===== config.mk =====
export PLATFORM = sky130hd
export DESIGN_NAME = pipeline_ctrl
export DESIGN_NICKNAME = d
export VERILOG_FILES = /design/src/rtl/pipeline_ctrl.sv
export SDC_FILE = /design/constraint.sdc
export NUM_CORES = 1
export LEC_CHECK = 0
export ABC_CLOCK_PERIOD_IN_PS = 1700
export CORE_UTILIZATION = 40
export CTS_BUF_LIST = sky130_fd_sc_hd__clkbuf_8
export CTS_CLUSTER_DIAMETER = 100
export CTS_CLUSTER_SIZE = 24
export DETAILED_ROUTE_END_ITERATION = 6
export PLACE_DENSITY = 0.7
export SETUP_SLACK_MARGIN = 0.2
export SLEW_MARGIN = 10
export SYNTH_ARGS = -nofsm -noshare
export SYNTH_HDL_FRONTEND = slang
export SYNTH_SLANG_ARGS = --single-unit

===== constraint.sdc =====
create_clock -name clk_i -period 1.7 [get_ports clk_i]
set_clock_uncertainty 0.05 [all_clocks]
set_input_delay 0.17 -clock clk_i [delete_from_list [all_inputs] [get_ports clk_i]]
set_output_delay 0.17 -clock clk_i [all_outputs]
set_load 0.03 [all_outputs]

===== src/rtl/pipeline_ctrl.sv =====
// pipeline_ctrl: five-stage pipeline sequencing with RAW bubbles, redirect squash, memory hold and saturating event counters
module pipeline_ctrl #(
    parameter int REGISTER_WIDTH = 5,
    parameter int CNT_WIDTH      = 16
) (
    input  logic                      clk_i,
    input  logic                      rst_i,
    input  logic [REGISTER_WIDTH-1:0] dec_ra_i,
    input  logic                      dec_ra_used_i,
    input  logic [REGISTER_WIDTH-1:0] dec_rb_i,
    input  logic                      dec_rb_used_i,
    input  logic                      dec_wr_en_i,
    input  logic [REGISTER_WIDTH-1:0] dec_wr_reg_i,
    input  logic                      redirect_i,
    input  logic                      mem_busy_i,
    output logic                      fetch_en_o,
    output logic                      alu_en_o,
    output logic                      mem_en_o,
    output logic                      id_valid_o,
    output logic                      alu_valid_o,
    output logic                      mem_valid_o,
    output logic                      wb_valid_o,
    output logic                      stall_o,
    output logic                      flush_o,
    output logic                      rf_wr_en_o,
    output logic [REGISTER_WIDTH-1:0] rf_wr_reg_o,
    output logic                      commit_o,
    output logic [CNT_WIDTH-1:0]      stall_cnt_o,
    output logic [CNT_WIDTH-1:0]      flush_cnt_o
);
    logic                      v_id, v_alu, v_mem, v_wb;
    logic                      alu_we, mem_we, wb_we;
    logic [REGISTER_WIDTH-1:0] alu_reg, mem_reg, wb_reg;
    logic                      ra_hit, rb_hit, hazard;

    // No forwarding: any valid in-flight writer of a used source blocks ID until it has left WB.
    always_comb begin
        ra_hit     = (v_alu && alu_we && alu_reg == dec_ra_i) ||
                     (v_mem && mem_we && mem_reg == dec_ra_i) ||
                     (v_wb  && wb_we  && wb_reg  == dec_ra_i);
        rb_hit     = (v_alu && alu_we && alu_reg == dec_rb_i) ||
                     (v_mem && mem_we && mem_reg == dec_rb_i) ||
                     (v_wb  && wb_we  && wb_reg  == dec_rb_i);
        hazard     = v_id && ((dec_ra_used_i && ra_hit) || (dec_rb_used_i && rb_hit));
        flush_o    = !mem_busy_i && redirect_i && v_alu;
        stall_o    = !mem_busy_i && !flush_o && hazard;
        fetch_en_o = !mem_busy_i && !stall_o;
        alu_en_o   = !mem_busy_i;
        mem_en_o   = !mem_busy_i;
    end

    assign id_valid_o  = v_id;
    assign alu_valid_o = v_alu;
    assign mem_valid_o = v_mem;
    assign wb_valid_o  = v_wb;
    assign commit_o    = v_wb;
    assign rf_wr_en_o  = v_wb && wb_we;
    assign rf_wr_reg_o = wb_reg;

    // A stall keeps v_id at 1 because a hazard implies an occupied ID, so only a flush clears it.
    always_ff @(posedge clk_i or negedge rst_i) begin
        if (!rst_i) begin
            {v_id, v_alu, v_mem, v_wb} <= '0;
            {alu_we, mem_we, wb_we}    <= '0;
            alu_reg <= '0;
            mem_reg <= '0;
            wb_reg  <= '0;
        end else if (mem_busy_i) begin
            v_wb <= 1'b0;
        end else begin
            v_id    <= !flush_o;
            v_alu   <= v_id && !flush_o && !stall_o;
            alu_we  <= dec_wr_en_i;
            alu_reg <= dec_wr_reg_i;
            v_mem   <= v_alu;
            mem_we  <= alu_we;
            mem_reg <= alu_reg;
            v_wb    <= v_mem;
            wb_we   <= mem_we;
            wb_reg  <= mem_reg;
        end
    end

    always_ff @(posedge clk_i or negedge rst_i) begin
        if (!rst_i) begin
            stall_cnt_o <= '0;
            flush_cnt_o <= '0;
        end else begin
            stall_cnt_o <= (stall_o && stall_cnt_o != '1) ? stall_cnt_o + CNT_WIDTH'(1) : stall_cnt_o;
            flush_cnt_o <= (flush_o && flush_cnt_o != '1) ? flush_cnt_o + CNT_WIDTH'(1) : flush_cnt_o;
        end
    end
endmodule

==> out/qor.txt <==
IO buf count = 69
CP Max Fanout = 3
Finished Cell Area = 4418 sq um
Hold Crit Class = input pin to async pin
Final core utilization = 0.6802
Slowest CP cell = dfrtp_1
Cell taking the most area after synthesis = dfrtp_1
Placer Congestion = 0.8375
Ports = 70
Slew HR = 0.7615
Ys Warns = 0
Final setup viols = 20
Final slew viol count = 0
Fraction of layout cells with a size suffix above 1 = 0.5000
Synthesized cell area = 2744 sq um
Final #Nets = 399
Crit start category = flip-flop
Antenna cells = 0
Synth top area cells = dfrtp_1 (49%), xnor2_1 (17%), mux2_2 (8.2%)
CP Class = flip-flop to output port
Crit end category = output port
Area of the core = 6495 sq um
Setup ws final = -245.5 ps
Status = complete, but fails checks
Vias per cell = 4.998
Final hold viol count = 0
Yosys reg bits = 54
Clock buffer depth = 2
Dpl cell area = 4024 sq um
Pwr dens = 837.9 nW/um^2
Post-synth net total = 259
DRT Pass-1 Iters = 7
Slew @ Worst Pin = 355.0 ps
Yosys top cell area share = 0.4925
Die width = 84.83 um
Dpl hpwl = 4730 um
Num CTS Buffers = 5
WL final = 6613 um
CTS root buf = clkbuf_8
Fillers = 530
Num rows = 29
Post-route minimum period = 1946 ps
Largest net degree at the start of global routing = 55
Area growth, synth to finish = 61.01%
CP Cell Sequence = xnor2_1 -> nand4_1 -> o22a_2 -> a31oi_4 -> nor2_2 -> buf_6
Vias in the first global route = 2341
RSZ-0062 raised after global routing = yes
First-pass GRT wire length = 11230 um
Failing checks = DRC, setup timing
DRT iter0 DRCs = 84
Largest registers = flush_cnt_o x16, stall_cnt_o x16
Remaining Overflow, GRT = 0
Synth unique cells = 38
CP arrival = 1730 ps
Max_cap viols = 0
Synth Flop Type = dfrtp_1
CP max stage delay = 430 ps
Vias = 2264
FMAX = 0.5140 GHz
Worst-path clk slew = 100 ps
Post-route insts no fill = 453
Post-synthesis sequential area ratio = 0.4925
CTS tree = built
Placed cells = 427
Register-to-register setup slack = -180 ps
Cells after Synth = 235
Die height = 84.83 um
Final period utilization = 1.144
Number of flops mapped to enable cells by yosys = 0
Antenna violations before repair = 0
Maximum VDD drop = 0.0006648 V
DRT antenna net count = 0
Syn_area_per_cell = 11.68 sq um
DRC viols = 4
Async S/R FF share, synth = 1.000
Routed WL per cell = 14.60 um
Num Clock Sinks = 54
Leak = 2.017 nW
Htree depth = 2
Die ar. = 7195 sq um
Initial Utilization = 0.4225
Clock Latency Late Sink = 310 ps
CP required = 1480 ps
GRT Util Overall = 0.1970
## layout by cell type, fill, tap and decap left out, drive strengths merged
master / n
clkdlybuf4s15: 4
clkdlybuf4s50: 20
nor2b: 1
dlygate4sd2: 36
clkbuf: 7
nor2: 10
nand4: 19
nand2b: 1
or3: 2
and2: 5
dlygate4sd3: 1
and4: 3
o21a: 2
and3: 6
clkinvlp: 1
xnor2: 52
nor3: 4
a31oi: 1
ha: 2
o22a: 3
nand2: 10
buf: 77
nand3b: 1
nor4: 1
nand3: 18
dfrtp: 54
mux2: 21
a21oi: 2
xor2: 6
a311oi: 1
o21ai: 1
inv: 4
## metal layers
layer / up-vias / global-route usage / share of wire
li1: 1109 / - / -
met1: 1096 / 0.2654 / 0.46
met2: 51 / 0.3296 / 0.49
met3: 8 / 0.03696 / 0.040
met4: 0 / 0.05085 / 0.012
met5: - / 0 / 0
## power breakdown
part / internal [mW] / total, mW / switching (mW)
Clock: 0.336 / 0.777 / 0.440
Combinational: 0.639 / 1.30 / 0.657
Sequential: 1.45 / 1.63 / 0.179
Total: 2.43 / 3.70 / 1.28
## synth_stat cells, types with 2 or more instances
| library cell | number |
|---|---|
| and4_4 | 2 |
| and2_1 | 4 |
| and3_2 | 2 |
| dfrtp_1 | 54 |
| nor3_1 | 3 |
| nand2_1 | 9 |
| nor2_4 | 2 |
| o21a_1 | 2 |
| or3_1 | 2 |
| inv_1 | 3 |
| nand3_1 | 17 |
| xnor2_1 | 52 |
| a21oi_1 | 2 |
| xor2_1 | 6 |
| mux2_2 | 20 |
| buf_4 | 2 |
| o22a_1 | 3 |
| and3_1 | 3 |
| ha_1 | 2 |
| nor2_1 | 7 |
| nand4_1 | 19 |
| clkbuf_1 | 3 |
## logic make-up (layout without fill, tap and decap cells)
| group | Yosys count | in the layout | synth area share |
|---|---|---|---|
| compound gates | 10 | 10 | 0.02599 |
| buf+inv | 9 | 150 | 0.01550 |
| xor+xnor | 58 | 58 | 0.1851 |
| fa+ha+maj | 2 | 2 | 0.009118 |
| flops | 54 | 54 | 0.4925 |
| mux | 21 | 21 | 0.08755 |
| simple gates | 81 | 81 | 0.1842 |
## what timing repair did
| action | in CTS | in global routing |
|---|---|---|
| setup buffers | 13 | 3 |
| endpoints found under the setup margin | 74 | 41 |
| resized for setup | 78 | 21 |
| gates cloned | 1 | 0 |
| endpoints found under the hold margin | 54 | 0 |
| hold buffers | 1 | 0 |
| pin swaps | 31 | 17 |
## worst max-delay path: cells and delay by family (launching register included)
family,cells,cell delay [ps]
and+or+nand+nor,2,170
DFF,1,430
AOI/OAI and AO/OA,2,480
buffers and inverters,1,140
xor gates and xnor gates,1,200
## area by class of cell
| cell class | count | area (sq um) | area share |
|---|---|---|---|
| inverters | 3 | 11.26 | 0.002549 |
| repair buffers | 139 | 1197 | 0.2710 |
| clock inverters | 2 | 16.27 | 0.003682 |
| multi-input cells | 172 | 1628 | 0.3685 |
| clock buffers | 6 | 82.58 | 0.01869 |
| flip-flops and latches | 54 | 1386 | 0.3138 |
| well taps | 77 | 96.34 | 0.02181 |
## final timing paths
path,from,to,depth (start not counted)
max reg2reg,alu_reg[1],stall_cnt_o[1],7
max,alu_reg[2],fetch_en_o,6
min reg2reg,stall_cnt_o[6],stall_cnt_o[6],1
max in group asynchronous,rst_i,flush_cnt_o[14],3
min,rst_i,stall_cnt_o[14],3
min in group clk_i,dec_wr_reg_i[4],alu_reg[4],2
## through the flow
stage | setup slack, ps | hold WS (ps) | power (mW) | TNS [ps]
3_5_place_dp | -363.1 | 141.4 | 2.857 | -6130
2_1_floorplan | -113.1 | -175.6 | 2.278 | -783.0
3_3_place_gp | -333.7 | 143.6 | 2.841 | -5049
5_1_grt | -332.3 | 356.5 | 3.880 | -4119
6_report | -245.5 | 328.6 | 3.702 | -2067
4_1_cts | -237.0 | 333.2 | 3.678 | -2271
Power figures use the tool's default switching activity.
==> edit 1, RTL diff (config.mk and constraints unchanged) <==
Make the reset (`rst_i`) synchronous in 2 clocked blocks.
--- a/src/rtl/pipeline_ctrl.sv
+++ b/src/rtl/pipeline_ctrl.sv
@@ -58,7 +58,7 @@
     assign rf_wr_reg_o = wb_reg;
 
     // A stall keeps v_id at 1 because a hazard implies an occupied ID, so only a flush clears it.
-    always_ff @(posedge clk_i or negedge rst_i) begin
+    always_ff @(posedge clk_i) begin
         if (!rst_i) begin
             {v_id, v_alu, v_mem, v_wb} <= '0;
             {alu_we, mem_we, wb_we}    <= '0;
@@ -81,7 +81,7 @@
         end
     end
 
-    always_ff @(posedge clk_i or negedge rst_i) begin
+    always_ff @(posedge clk_i) begin
         if (!rst_i) begin
             stall_cnt_o <= '0;
             flush_cnt_o <= '0;
Function: differs if rst_i is asserted again (counterexample within 4 cycles, from zero or initial values and one cycle with rst_i low); with rst_i held inactive, the same outputs for 10 cycles.
==> edit 1 against the unedited design <==
- the run still ends with design-rule violations, negative setup slack left
- via count grew 22%
- utilization up 1.6 points
- critical path depth up 3
- sequential cell count stayed put
- wire length up 16%
- worst setup slack got worse by 0.077 ns
- cell area is 1.8% higher
- area after synthesis shrank 1.3%
Power is not compared: it rests on default switching activity, and its combinational part moved more than twofold at a synthesized area within 25%.
==> edit 1: results (changes against the unedited design) <==
Outcome
The run finished, with violations left. The checks that failed: design-rule violations, negative setup slack.

Timing
The total setup violations reported at the end of the flow is 23 (+15%). The aggregate negative setup slack is -4.07 ns (-2.01 ns). The headroom to the max-slew limit is 0.752 (-0.00955). The final worst slack is -0.322 ns (-0.0767 ns).

Global route
The first-pass GRT wire length is 12.5 mm (+11%). The pin count of the biggest net entering global routing is 28 (-49%).

Synthesis
The net count of the mapped netlist is 337 (+30%). The post-synthesis cell count was 313 (+33%). The fraction of synthesized cell area in xor and xnor cells came to 0.136 (-0.0493). The adder-cell share of the synthesized area came to 0.00924 (+0.000118). The proportion of register bits with asynchronous set or reset after synthesis was 0 (-1.00).

The count of cell types in the netlist is 39 (+2.6%). The sequential-to-total area share from yosys stat is 0.399 (-0.0934). The multiplexer share of the synthesized area was 0.0702 (-0.0173). The fraction of the mapped netlist area in compound gates is 0.0942 (+0.0682). By count the netlist is led by dfxtp_1 (54), nor2_1 (42), xnor2_1 (38). The prevailing post-synth register cell is dfxtp_1.

Critical path
Among all stages on the critical path, the largest delay is contributed by dfxtp_4. The delay contributed by the slowest stage of the critical path was 0.38 ns (-0.05 ns). The data arrival at the endpoint of the critical path is 1.80 ns (+0.07 ns).

Route
The number of violations reported at the end of detailed-routing iteration 0 was 127 (+51%). The total via count in the routed design came to 2,753 (+22%). The number of design rule violations left after detail routing is 10 (+6).

The first-pass iteration count of the detailed router is 6 (-1).

Layout
The relative area of non-clock buffer cells in the final design is 0.263 (-0.00768). The layout filler cell count is 532 (+0.38%). The area taken by multi-input logic gates is 1870 µm² (+15%). The post-layout instance count excluding filler cells came to 518 (+14%).

The net count of the finished layout was 464 (+16%). The sequential cell area share is 0.261 (-0.0524). The number of inverters outside the clock class in the layout is 7 (+4). The layout multi-input combinational cell count is 238 (+38%). The final-layout clock-cell area share was 0.0317 (+0.00933).

Placed design
The HPWL after detailed placement was 5.36 mm (+13%). The placed cell area is 4050 µm² (+0.56%). The setup slack after placement is -0.577 ns (-0.214 ns). The global placement routability congestion is 0.914 (+9.2%).

The total instance count after detailed placement is 503 (+18%).

Power and ir drop
The overall power consumption is 2660 µW.

Min path
In this run the worst hold path is classified as primary input to flop.
-- edit 1: timing repair --
action                                  4_1_cts  5_1_grt
hold buffers                                  0        0
endpoints found under the setup margin       79       36
pin swaps                                    25       16
resized for setup                            99       34
setup buffers                                 4        1
hold endpoints to repair                      0        0
gates cloned                                  2        0
-- edit 1: layer usage --
layer | share of wire | GRT usage | vias up | wire length, µm
met5 | 0 | 0 | - | 0
met3 | 0.040 | 0.0433 | 15 | 306
met4 | 0.018 | 0.0831 | 0 | 140
met2 | 0.51 | 0.376 | 62 | 3900
met1 | 0.43 | 0.270 | 1310 | 3340
li1 | - | - | 1366 | -
-- edit 1: worst max-delay path: cells and delay by family, from the launching register on --
kind,cells,cell delay [ns]
and+or+nand+nor,4,0.37
AOI/OAI and AO/OA,1,0.24
buffers and inverters,3,0.37
DFF,1,0.38
xor gates and xnor gates,1,0.14
-- edit 1: path summary, 6_finish.rpt --
| kind | from | endpoint | slack [ns] | cells after the start |
|---|---|---|---|---|
| hold reg to reg | stall_cnt_o[15]$_SDFFE_PN0P_ | stall_cnt_o[15]$_SDFFE_PN0P_ | 0.45 | 2 |
| hold / removal | dec_wr_reg_i[0] | alu_reg[0]$_SDFFE_PN0N_ | 0.40 | 3 |
| setup / recovery | mem_reg[1]$_SDFFE_PN0N_ | fetch_en_o | -0.32 | 9 |
| setup reg to reg | mem_reg[1]$_SDFFE_PN0N_ | stall_cnt_o[3]$_SDFFE_PN0P_ | -0.31 | 8 |
-- edit 1: kinds of logic (layout without fill, tap and decap cells) --
group / after synthesis / count (layout)
and+or+nand+nor: 129 / 129
DFF: 54 / 54
AOI/OAI and AO/OA: 46 / 46
xor gates and xnor gates: 42 / 42
buffers and inverters: 21 / 149
muxes: 19 / 19
adders and majority gates: 2 / 2
==> edit 2, RTL diff (same flow settings) <==
Without the edit above. Set the parameter `REGISTER_WIDTH` to 10 (it was 5).
--- a/src/rtl/pipeline_ctrl.sv
+++ b/src/rtl/pipeline_ctrl.sv
@@ -1,6 +1,6 @@
 // pipeline_ctrl: five-stage pipeline sequencing with RAW bubbles, redirect squash, memory hold and saturating event counters
 module pipeline_ctrl #(
-    parameter int REGISTER_WIDTH = 5,
+    parameter int REGISTER_WIDTH = 10,
     parameter int CNT_WIDTH      = 16
 ) (
     input  logic                      clk_i,
Interface: changed (resized dec_ra_i, dec_rb_i, dec_wr_reg_i and rf_wr_reg_o); port bits go from 70 to 90. The function was not compared with the original's and may differ.
==> edit 2 against the unedited design <==
- worst setup slack got worse by 0.34 ns
- count of clock-buffer cells in the layout increased by 3
- total power is 53% higher
- utilization is 3.2 points higher
- wire length grew 87%
- largest power group unchanged
- sequential cell count increased by 15
- global-route usage is 5.0 points higher
- cell area grew 51%
- sequential share of layout area decreased by 5.2 points
- critical endpoint unchanged
- the flow finishes with violations (negative setup slack)
- hold slack got worse by 0.024 ns
- area after synthesis grew 43%
- first-iteration DRC count up 33%
- critical path depth up 1
==> edit 2: results (changes against the unedited design) <==
Clock tree
The level count of the clock H-tree is 3 (+1). The CTS sink count is 69 (+28%). The insertion delay to the later sink of the worst-skew pair is 0.36 ns (+0.05 ns). The clock buffer count from CTS was 9 (+4).

Global route
The first-pass GRT wire length came to 19.0 mm (+69%). The pin count of the biggest net entering global routing was 70 (+27%). The via count of the first global-routing pass is 3,717 (+59%). The global-route usage over all layers was 0.247 (+0.0496). The routing usage on met3 is 0.0451 (+0.00811).

Power and ir drop
The switching power is 2010 µW (+58%). The reported sequential group power is 2050 µW (+26%). The leakage power summed over all cells came to 0.00303 µW (+50%).

Layout
The layout multi-input combinational cell count is 283 (+65%). The final-layout clock-cell area share is 0.0339 (+0.0115). The number of inverters outside the clock class in the layout is 5 (+2).

The layout filler cell count was 722 (+36%). The area taken by multi-input logic gates is 2650 µm² (+63%). The relative area of non-clock buffer cells in the final design is 0.280 (+0.00885). The non-clock buffer count in the final layout is 224 (+61%).

Outcome
The final reports fail on negative setup slack. The run finished, with violations left.

Placed design
The HPWL after detailed placement is 8.66 mm (+83%). The quantity of I/O buffers inserted on ports is 89 (+29%). The global placement routability congestion is 0.903 (+7.8%).

Route
The met2 wire length came to 6.27 mm (+93%). The length of routed wiring on met1 is 5.56 mm (+84%). The average wire length per cell after detail routing is 17.1 µm (+17%). The first-pass iteration count of the detailed router is 4 (-3). The wire length on met3 came to 404 µm (+54%).

Synthesis
By area the synthesized netlist is led by dfrtp_1 (44%), xor2_1 (11%), mux2_1 (10%). The sequential-to-total area share from yosys stat came to 0.441 (-0.0514). The net count of the mapped netlist came to 404 (+56%).

The commonest cells after synthesis are dfrtp_1 (69), xor2_1 (50), mux2_1 (35).

Timing
The aggregate negative setup slack is -8.60 ns (-6.54 ns). The total setup violations reported at the end of the flow is 24 (+20%). The final worst slack was -0.581 ns (-0.336 ns).

Critical path
The data arrival at the endpoint of the critical path was 2.06 ns (+0.33 ns). The depth of the most critical reg-to-reg path is 9 (+2). The start point of the critical path is alu_reg[4]$_DFFE_PN0N_. The minimum setup slack among reg-to-reg paths is -0.52 ns (-0.34 ns).
==> edit 2: changes by cell type after synthesis, moves of 7 or more <==
cell / unedited run / this run
xor2_1: 6 / 50
mux2_1: 0 / 35
xnor2_1: 52 / 29
mux2_2: 20 / 3
dfrtp_1: 54 / 69
nor2_1: 7 / 21
nor4_1: 0 / 12
nand2_1: 9 / 20
and3_1: 3 / 12
o211ai_1: 0 / 8
nor3_1: 3 / 10
o2111ai_1: 0 / 7
==> edit 2: what timing repair did <==
action,4_1_cts,5_1_grt
buffers inserted,14,12
pin swaps,40,23
hold buffers,1,0
hold endpoints to repair,69,0
resized for setup,123,90
endpoints found under the setup margin,81,63
==> edit 2: through the flow <==
stage / total power, µW / instance area, µm² / util / instances / hold slack, ns
floorplan: 2910 / 4050 / - / 365 / -0.176
global placement: 3880 / 5860 / 0.625 / 683 / 0.166
detailed placement: 3910 / 5860 / 0.625 / 683 / 0.171
CTS: 5520 / 6420 / 0.685 / 714 / 0.286
global route: 5890 / 6680 / 0.713 / 726 / 0.323
finish: 5660 / 6680 / 0.713 / 726 / 0.305
==> edit 2: cells by family (layout without fill, tap and decap cells) <==
kind of cell	count (synthesis)	after routing	share of synthesized area
xor+xnor	79	79	0.177
mux	38	38	0.109
flops	69	69	0.441
simple gates	131	131	0.186
buf+inv	13	245	0.0147
fa+ha+maj	2	2	0.00639
compound gates	33	33	0.0662
==> edit 2: critical path, stage by stage (launching register included) <==
cell	delay, ns
dfrtp_1	0.42
xor2_2	0.18
or4_4	0.56
nor4_4	0.18
nor2_2	0.08
nand2_2	0.08
a21oi_2	0.08
buf_6	0.14
